--- config.mk ---
export PLATFORM = sky130hd
export DESIGN_NAME = matrix_result_streamer
export DESIGN_NICKNAME = d
export VERILOG_FILES = /design/src/rtl/matrix_pkg.sv /design/src/rtl/matrix_tx_index_gen.sv /design/src/rtl/matrix_result_streamer.sv
export SDC_FILE = /design/constraint.sdc
export NUM_CORES = 2
export LEC_CHECK = 0
export BUFFER_PORTS_ARGS = -buffer_cell sky130_fd_sc_hd__buf_2
export CORE_MARGIN = 4
export CORE_UTILIZATION = 35
export DETAILED_ROUTE_END_ITERATION = 12
export HOLD_SLACK_MARGIN = 0.03
export PLACE_DENSITY = 0.57
export SYNTH_ARGS = -nofsm -noshare
export SYNTH_HDL_FRONTEND = slang
export SYNTH_SLANG_ARGS = --single-unit
--- constraint.sdc ---
create_clock -name clk -period 32.3 [get_ports clk]
set_input_delay 4.845 -clock clk [delete_from_list [all_inputs] [get_ports clk]]
set_output_delay 4.845 -clock clk [all_outputs]
set_load 0.02 [all_outputs]
--- src/rtl/matrix_pkg.sv ---
// Shared types and helpers for the matrix result streamer.
// Latency: n/a (package only).
// Backpressure: n/a (package only).
package matrix_pkg;

    // Streamer control states
    typedef enum logic [1:0] {
        IDLE   = 2'd0,
        STREAM = 2'd1,
        DONE   = 2'd2
    } state_t;

    // Default word width of a matrix element
    localparam int DEFAULT_DW = 32;

    // Bit offset of word k inside a flat matrix bus of dw-bit words
    function automatic int word_lsb(input int k, input int dw);
        return k * dw;
    endfunction

endpackage

--- src/rtl/matrix_tx_index_gen.sv ---
// Row/column walker producing the flat snapshot index of the next word to emit.
// Latency: counters advance one cycle after inc; nxt_* outputs are combinational.
// Backpressure: none; the caller pulses inc only on an accepted beat.
// Build option: MATRIX_TX_TRANSPOSE_EN selects column-major order (row counter innermost).
module matrix_tx_index_gen
    import matrix_pkg::*;
#(
    parameter int ROW = 4,
    parameter int COL = 4,
    parameter int IW  = ((ROW * COL) > 1) ? $clog2(ROW * COL) : 1
) (
    input  logic          clk,
    input  logic          reset,
    input  logic          clr,
    input  logic          inc,
    output logic          is_last,
    output logic [IW-1:0] nxt_idx,
    output logic          nxt_is_last
);

    localparam int RW = (ROW > 1) ? $clog2(ROW) : 1;
    localparam int CW = (COL > 1) ? $clog2(COL) : 1;
    localparam logic [RW-1:0] ROW_MAX = RW'(ROW - 1);
    localparam logic [CW-1:0] COL_MAX = CW'(COL - 1);

    logic [RW-1:0] row_q, row_n;
    logic [CW-1:0] col_q, col_n;

    // Element address in the row-major snapshot, independent of walk order
    function automatic logic [IW-1:0] flat_idx(input logic [RW-1:0] r, input logic [CW-1:0] c);
        return IW'(r) * IW'(COL) + IW'(c);
    endfunction

    assign is_last     = (row_q == ROW_MAX) && (col_q == COL_MAX);
    assign nxt_idx     = flat_idx(row_n, col_n);
    assign nxt_is_last = (row_n == ROW_MAX) && (col_n == COL_MAX);

    // Next position in emission order; holds at the final element so it never wraps
    always_comb begin
        row_n = row_q;
        col_n = col_q;
        if (!is_last) begin
`ifdef MATRIX_TX_TRANSPOSE_EN
            if (row_q == ROW_MAX) begin
                row_n = '0;
                col_n = col_q + 1'b1;
            end else begin
                row_n = row_q + 1'b1;
            end
`else
            if (col_q == COL_MAX) begin
                col_n = '0;
                row_n = row_q + 1'b1;
            end else begin
                col_n = col_q + 1'b1;
            end
`endif
        end
    end

    // Position register: clear on a new stream, step on each accepted beat
    always_ff @(posedge clk or posedge reset) begin
        if (reset) begin
            row_q <= '0;
            col_q <= '0;
        end else if (clr) begin
            row_q <= '0;
            col_q <= '0;
        end else if (inc) begin
            row_q <= row_n;
            col_q <= col_n;
        end
    end

endmodule

--- src/rtl/matrix_result_streamer.sv ---
// Snapshots a flat ROW x COL matrix on start and emits it one word per accepted beat.
// Latency: first word valid the cycle after start; 1 word/cycle with out_ready held high.
// Backpressure: out_ready low holds out_data/out_last; MATRIX_TX_TRANSPOSE_EN = column-major order.
module matrix_result_streamer
    import matrix_pkg::*;
#(
    parameter int ROW = 4,
    parameter int COL = 4,
    parameter int DW  = DEFAULT_DW
) (
    input  logic                  clk,
    input  logic                  reset,
    input  logic                  start,
    input  logic [ROW*COL*DW-1:0] Data_in,
    output logic [DW-1:0]         out_data,
    output logic                  out_valid,
    input  logic                  out_ready,
    output logic                  out_last,
    output logic                  busy,
    output logic                  done
);

    localparam int N  = ROW * COL;
    localparam int IW = (N > 1) ? $clog2(N) : 1;

    state_t state_q, state_n;

    logic          cap;
    logic          idx_clr;
    logic          idx_inc;
    logic          fin;
    logic          is_last;
    logic          nxt_is_last;
    logic [IW-1:0] nxt_idx;
    logic [DW-1:0] nxt_word;

    logic [DW-1:0] in_words [N];
    logic [DW-1:0] snap_q   [N];

    // Split the flat input bus into words
    for (genvar k = 0; k < N; k++) begin : g_split
        assign in_words[k] = Data_in[word_lsb(k, DW) +: DW];
    end

    assign busy = (state_q == STREAM);
    assign done = (state_q == DONE);

    // Control state register
    always_ff @(posedge clk or posedge reset) begin
        if (reset) begin
            state_q <= IDLE;
        end else begin
            state_q <= state_n;
        end
    end

    // Next state and datapath strobes; start is honoured only from IDLE
    always_comb begin
        state_n = state_q;
        cap     = 1'b0;
        idx_clr = 1'b0;
        idx_inc = 1'b0;
        fin     = 1'b0;
        case (state_q)
            IDLE: begin
                if (start) begin
                    state_n = STREAM;
                    cap     = 1'b1;
                    idx_clr = 1'b1;
                end
            end
            STREAM: begin
                if (out_valid && out_ready) begin
                    if (is_last) begin
                        state_n = DONE;
                        fin     = 1'b1;
                        idx_clr = 1'b1;
                    end else begin
                        idx_inc = 1'b1;
                    end
                end
            end
            DONE: begin
                state_n = IDLE;
            end
            default: begin
                state_n = IDLE;
            end
        endcase
    end

    matrix_tx_index_gen #(
        .ROW (ROW),
        .COL (COL),
        .IW  (IW)
    ) u_index_gen (
        .clk         (clk),
        .reset       (reset),
        .clr         (idx_clr),
        .inc         (idx_inc),
        .is_last     (is_last),
        .nxt_idx     (nxt_idx),
        .nxt_is_last (nxt_is_last)
    );

    // Select the snapshot word that follows the one currently presented
    always_comb begin
        nxt_word = '0;
        for (int k = 0; k < N; k++) begin
            if (IW'(k) == nxt_idx) begin
                nxt_word = snap_q[k];
            end
        end
    end

    // Snapshot registers: loaded only on an accepted start, so later Data_in changes are ignored
    always_ff @(posedge clk or posedge reset) begin
        if (reset) begin
            for (int k = 0; k < N; k++) begin
                snap_q[k] <= '0;
            end
        end else if (cap) begin
            for (int k = 0; k < N; k++) begin
                snap_q[k] <= in_words[k];
            end
        end
    end

    // Output register: word 0 comes straight from Data_in so it is valid one cycle after start
    always_ff @(posedge clk or posedge reset) begin
        if (reset) begin
            out_data  <= '0;
            out_valid <= 1'b0;
            out_last  <= 1'b0;
        end else if (cap) begin
            out_data  <= in_words[0];
            out_valid <= 1'b1;
            out_last  <= (N == 1);
        end else if (fin) begin
            out_data  <= '0;
            out_valid <= 1'b0;
            out_last  <= 1'b0;
        end else if (idx_inc) begin
            out_data  <= nxt_word;
            out_last  <= nxt_is_last;
        end
    end

endmodule

Yosys cells after proc, flatten, opt, wreduce, memory -nomap -nowiden
Index checks and enable logic that the tools add are counted.
- input port bits: 516
- bits in writable memories: 0
- bits in registers: 552
- memories: 0
- latch bits: 0
- logic and storage cells: 103
- bits in read-only memories: 0
- multiplexer cells: 45
- equality and inequality tests: 24
- shift operators: 0
- bitwise gates (word level): 0
- reductions and logical operators: 9
- $add $sub $neg: 3
- magnitude comparators: 0
- $mul: 0
- divide/modulo/power cells: 0
- operators by type and width (operator ; number):
    2-to-1 mux 32 bit ; 19
    equality test 4 bit, first input constant ; 8
    2-to-1 mux 2 bit ; 11
    equality test 3 x 4 -> 1 bit, first input constant ; 4
    2-to-1 mux 1 bit ; 13
    equality test 2 bit, second input constant ; 5
    equality test 2 x 4 -> 1 bit, first input constant ; 2
    adder 2 x 1 -> 2 bit, second input constant ; 2
    adder 4 x 2 -> 4 bit ; 1
    equality test 1 x 4 -> 1 bit, first input constant ; 1
    logical NOT 4 bit ; 1
    != test 2 x 1 -> 1 bit, second input constant ; 2
    case mux 2 bit (2 select lines) ; 1
    nonzero test 2 bit ; 2
    logical AND 1 bit ; 3
    AND reduction 3 bit ; 1
    nonzero test 3 bit ; 1
    equality test 2 x 1 -> 1 bit, second input constant ; 1
    logical NOT 2 bit ; 1
    != test 2 bit, second input constant ; 1
    case mux 1 bit (2 select lines) ; 1

Longest topological paths before layout
- depth in word-level cells: 24
- mapped depth: 12
- depth with buffers taken out: 9

Cells and area by module
A second synthesis with hierarchy kept.
- cells, all modules: 3071
- area, all modules: 25932.4 um^2
- modules (own cells, without submodules) (module ; cells each ; instances ; area an instance (um^2) ; seq. area each (um^2)):
    matrix_result_streamer ; 3044 ; 1 ; 25668.4 ; 13713.2
    matrix_tx_index_gen ; 27 ; 1 ; 264.0 ; 100.1

Worst setup path after synthesis
Ideal clock, no wire load.
- path kind: in2reg
- start point: input port out_ready
- end point: register out_data[9]
- arrival time: 6009 ps
- stages: 6
- data required time: 32180 ps
- path slack: 26172 ps
- cell sequence: nand3_1 and2_1 clkbuf_1 clkbuf_1 a221o_1 a31o_1
- longest elaborated chain between the ends: 5
- elaborated cells on any way between the ends: 8
- RTL lines (what ; line ; source):
    start: declaration ; matrix_result_streamer.sv:17 ; input logic out_ready,
    logical AND 1 bit (*) ; matrix_result_streamer.sv:73 ; if (out_valid && out_ready) begin
    2-to-1 mux 1 bit ; matrix_result_streamer.sv:73 ;
    2-to-1 mux 1 bit ; matrix_result_streamer.sv:64 ; case (state_q)
    2-to-1 mux 32 bit ; matrix_result_streamer.sv:139 ; end else if (fin) begin
    2-to-1 mux 32 bit ; matrix_result_streamer.sv:135 ; end else if (cap) begin
    end signal: assignment ; matrix_result_streamer.sv:136 ; out_data <= in_words[0];
    end signal: assignment ; matrix_result_streamer.sv:144 ; out_data <= nxt_word;
    end: declaration ; matrix_result_streamer.sv:15 ; output logic [DW-1:0] out_data,
Every way passes the cells marked *; elsewhere a longest branch is shown, timed or not.
A chain may end at the register's enable or synchronous reset.

Worst setup path after layout
- start point: input port start
- end point: register snap_q[441] (netlist name)
- longest elaborated chain between the ends: 2
- RTL lines (what ; line ; source):
    start: declaration ; matrix_result_streamer.sv:13 ; input logic start,
    2-to-1 mux 1 bit ; matrix_result_streamer.sv:66 ; if (start) begin
    2-to-1 mux 1 bit ; matrix_result_streamer.sv:64 ;
    end signal: indexed assignment ; matrix_result_streamer.sv:124 ; snap_q[k] <= in_words[k];
    end: declaration ; matrix_result_streamer.sv:38 ; logic [DW-1:0] snap_q [N];
No other way between the ends.

==> impl_metrics.csv <==
group,metric,value,unit
cts,cts-root-buf,"clkbuf_16",
cells_and_area,multi_input_area,0.0110,sq mm
cts,cts_made_buffers,68,
floorplanning,io_pins,552,
yosys,async_flop_share,100,%
yosys,synth_area_leader_cell,"dfrtp_1",
cts,clock_latency,630,ps
global_route,overflow,0,
cells_and_area,fill_cells,7546,
floorplanning,die_width,279,microns
global_route,grt_pass1_wl,161,mm
sta,fin_setup_tns,0,ps
yosys,syn_inst,3109,
hold_path,min_to,"snap_q[243]",
sta,fin_ws,25280,ps
cells_and_area,layout-drive-gt1-share,20.9,%
hold_path,hold_depth,2,
power_and_ir_drop,ir_drop,63.1,uV
critical_path,cp.arrival,7570,ps
yosys,synth_edf_count,0,
cells_and_area,area_growth_syn_to_layout,21.6,%
routing,dr.pass1.iters,5,
critical_path,r2r_cells,9,
power_and_ir_drop,leakage,0.0162,uW
routing,first_iter_violations,2477,
floorplanning,initial_core_util,35.3,%
yosys,synth_flop_cell,"dfrtp_1",
routing,drc_errors,0,
cells_and_area,nets,4072,
cts,cts_sinks,552,
global_route,grt_pass1_vias,23667,
outcome,outcome,"finished, final reports clean",
critical_path,r2r_end,"out_data[4]",
sta,hold_viol_final,0,
yosys,synth_area,0.0258,sq mm
cts,cts-resized-gates,0,
critical_path,reg2reg_from,"u_index_gen.col_q[0]",
sta,period_share,21.7,%
routing,avgViaCountPerCell,5.32,
routing,drt-wirelength-per-cell,24.9,microns
sta,tightest_slew,1260,ps
yosys,syn_area_per_cell,8.29,sq um
critical_path,critPathMaxFanout,239,
sta,slew_viol_final,0,
cts,clockBufferDepth,3,
routing,vias,24391,
cts,cts_hold_buf,0,
cts,cts_setup_buffers,0,
global_route,grtUsageTotal,28.1,%
floorplanning,fp-row-count,99,
sta,relSlewSlack,15.7,%
global_route,grt_max_degree,240,
yosys,yosysTopAreaCellShare,53.6,%
power_and_ir_drop,power_density,107,mW/mm^2
global_route,antenna_found_initial,45,
critical_path,critPathKind,"in2reg",
floorplanning,dieHeight,279,microns
yosys,ys_ff_latch,552,
placement,dp_hpwl,81.9,mm
critical_path,cp-end-kind,"flip-flop",
placement,io_buffers,551,
yosys,synth_area_leaders,"dfrtp_1, nand2_1, clkbuf_1, a221oi_1, a22oi_1",
critical_path,cp.required,32850,ps
critical_path,startpoint_type,"primary input",
cts,cts_tree,"done",
placement,gp_congestion,0.888,
floorplanning,fp.coreArea,0.0730,sq mm
cells_and_area,register_area,0.0138,sq mm
sta,rsz0062_at_grt,"no",
yosys,seq_area_frac_synth,53.6,%
sta,setup_viol,0,
routing,drtAntennaViolNets,0,
yosys,synth_cell_types,70,
yosys,yosysWarnings,0,
floorplanning,die_area,0.0780,sq mm
cts,clkTransAtPathRegs,60,ps
sta,fmax,142,MHz
critical_path,rrSetupSlack,27740,ps
sta,min_period,7020,ps
cts,h-tree-depth,3,
placement,dp_slack,24640,ps
hold_path,hold_start,"snap_q[243]",
yosys,synth.net_count,3630,
run,cap_violations,0,
sta,fin_skew,36.8,ps
routing,wirelength,114,mm
hold_path,hold_class,"reg2reg",
power_and_ir_drop,power,3360,uW
[placed cells by master (no fill, tap or decap), types with 7 or more instances in the layout]
master / netlist / routed
clkbuf_16: 0 / 68
a221oi_1: 54 / 54
o22ai_1: 18 / 18
o221ai_1: 10 / 10
clkbuf_8: 0 / 9
nand4_1: 10 / 10
a21oi_1: 78 / 78
dfrtp_1: 552 / 552
a22oi_1: 60 / 60
a32oi_1: 11 / 11
clkbuf_1: 157 / 16
nand3_1: 16 / 16
or3_1: 13 / 13
buf_2: 35 / 551
inv_1: 14 / 12
clkinv_2: 0 / 13
a221o_1: 7 / 7
o21a_1: 28 / 28
o32ai_1: 19 / 19
o21ai_0: 73 / 73
or2_2: 17 / 17
diode_2: 0 / 27
nor2_1: 76 / 75
o211ai_1: 48 / 48
buf_4: 11 / 32
nor3_1: 16 / 16
nor2b_1: 7 / 7
a22o_1: 22 / 22
o21ai_1: 16 / 16
nand2_1: 1609 / 1608
o31ai_1: 12 / 12
[where the power goes]
part	switching, uW	internal, uW	leakage [uW]
registers	207	1010	0.00690
clock network	320	428	0.00105
logic	970	430	0.00824
total	1500	1870	0.0162
[cells by family (layout without fill, tap and decap cells)]
logic type / count (synthesis) / in the layout / share of synthesized area, %
compound gates: 513 / 513 / 14.5
xor+xnor: 2 / 2 / 0.0680
fa+ha+maj: 5 / 5 / 0.243
buf+inv: 228 / 716 / 3.83
flops: 552 / 552 / 53.6
mux: 8 / 8 / 0.320
other cells: 0 / 27 / 0
simple gates: 1801 / 1801 / 27.5
[state kept, by name, summed over array words and instances (netlist names)]
register,count
u_index_gen.col_q,2
out_data,32
state_q,2
out_valid,1
out_last,1
u_index_gen.row_q,2
snap_q,512
[worst max-delay path, stage by stage]
cell and delay (ps):
buf_2 110, and2_4 480, buf_4 770, buf_12 650, nand2_1 180, nand2_1 100
[per-stage QoR]
stage	util [%]	hold slack [ps]	cell area, sq um	std cells
detailed placement	39.9	456	29100	4440
finish	42.9	467	31300	4583
global route	42.9	484	31300	4575
CTS	42.8	470	31300	4556
global placement	39.9	452	29100	4440
floorplan	-	437	25800	3109
[worst max path at each step]
stage | startpoint | endpoint | slack [ps]
3_3_place_gp | start | snap_q[132] | 24650
4_1_cts | start | snap_q[132] | 25300
3_5_place_dp | start | snap_q[132] | 24640
2_1_floorplan | reset | out_data[0] | 12020
5_1_grt | start | snap_q[132] | 25060
6_report | start | snap_q[441] | 25280
[cell usage after synthesis, types with 19 or more instances]
| library cell | number |
|---|---|
| a22oi_1 | 60 |
| o21ai_0 | 73 |
| a21oi_1 | 78 |
| nand2_1 | 1609 |
| dfrtp_1 | 552 |
| a22o_1 | 22 |
| buf_2 | 35 |
| a221oi_1 | 54 |
| clkbuf_1 | 157 |
| nor2_1 | 76 |
| o32ai_1 | 19 |
| o211ai_1 | 48 |
| o21a_1 | 28 |
[cell type report]
cell class / instances / share of cell area [%]
antenna: 27 / 0.216
tap: 959 / 3.83
inverter: 14 / 0.196
timing repair buffer: 586 / 9.76
multi-input combinational: 2329 / 35.1
clock inverter: 23 / 0.783
clock buffer: 93 / 6.02
sequential: 552 / 44.1
[metal layers]
metal,global-route usage [%],share of wire [%]
met5,0,0.10
met4,10.7,3.9
met3,6.80,7.8
met2,44.4,46
met1,37.5,42
Power figures use the tool's default switching activity.
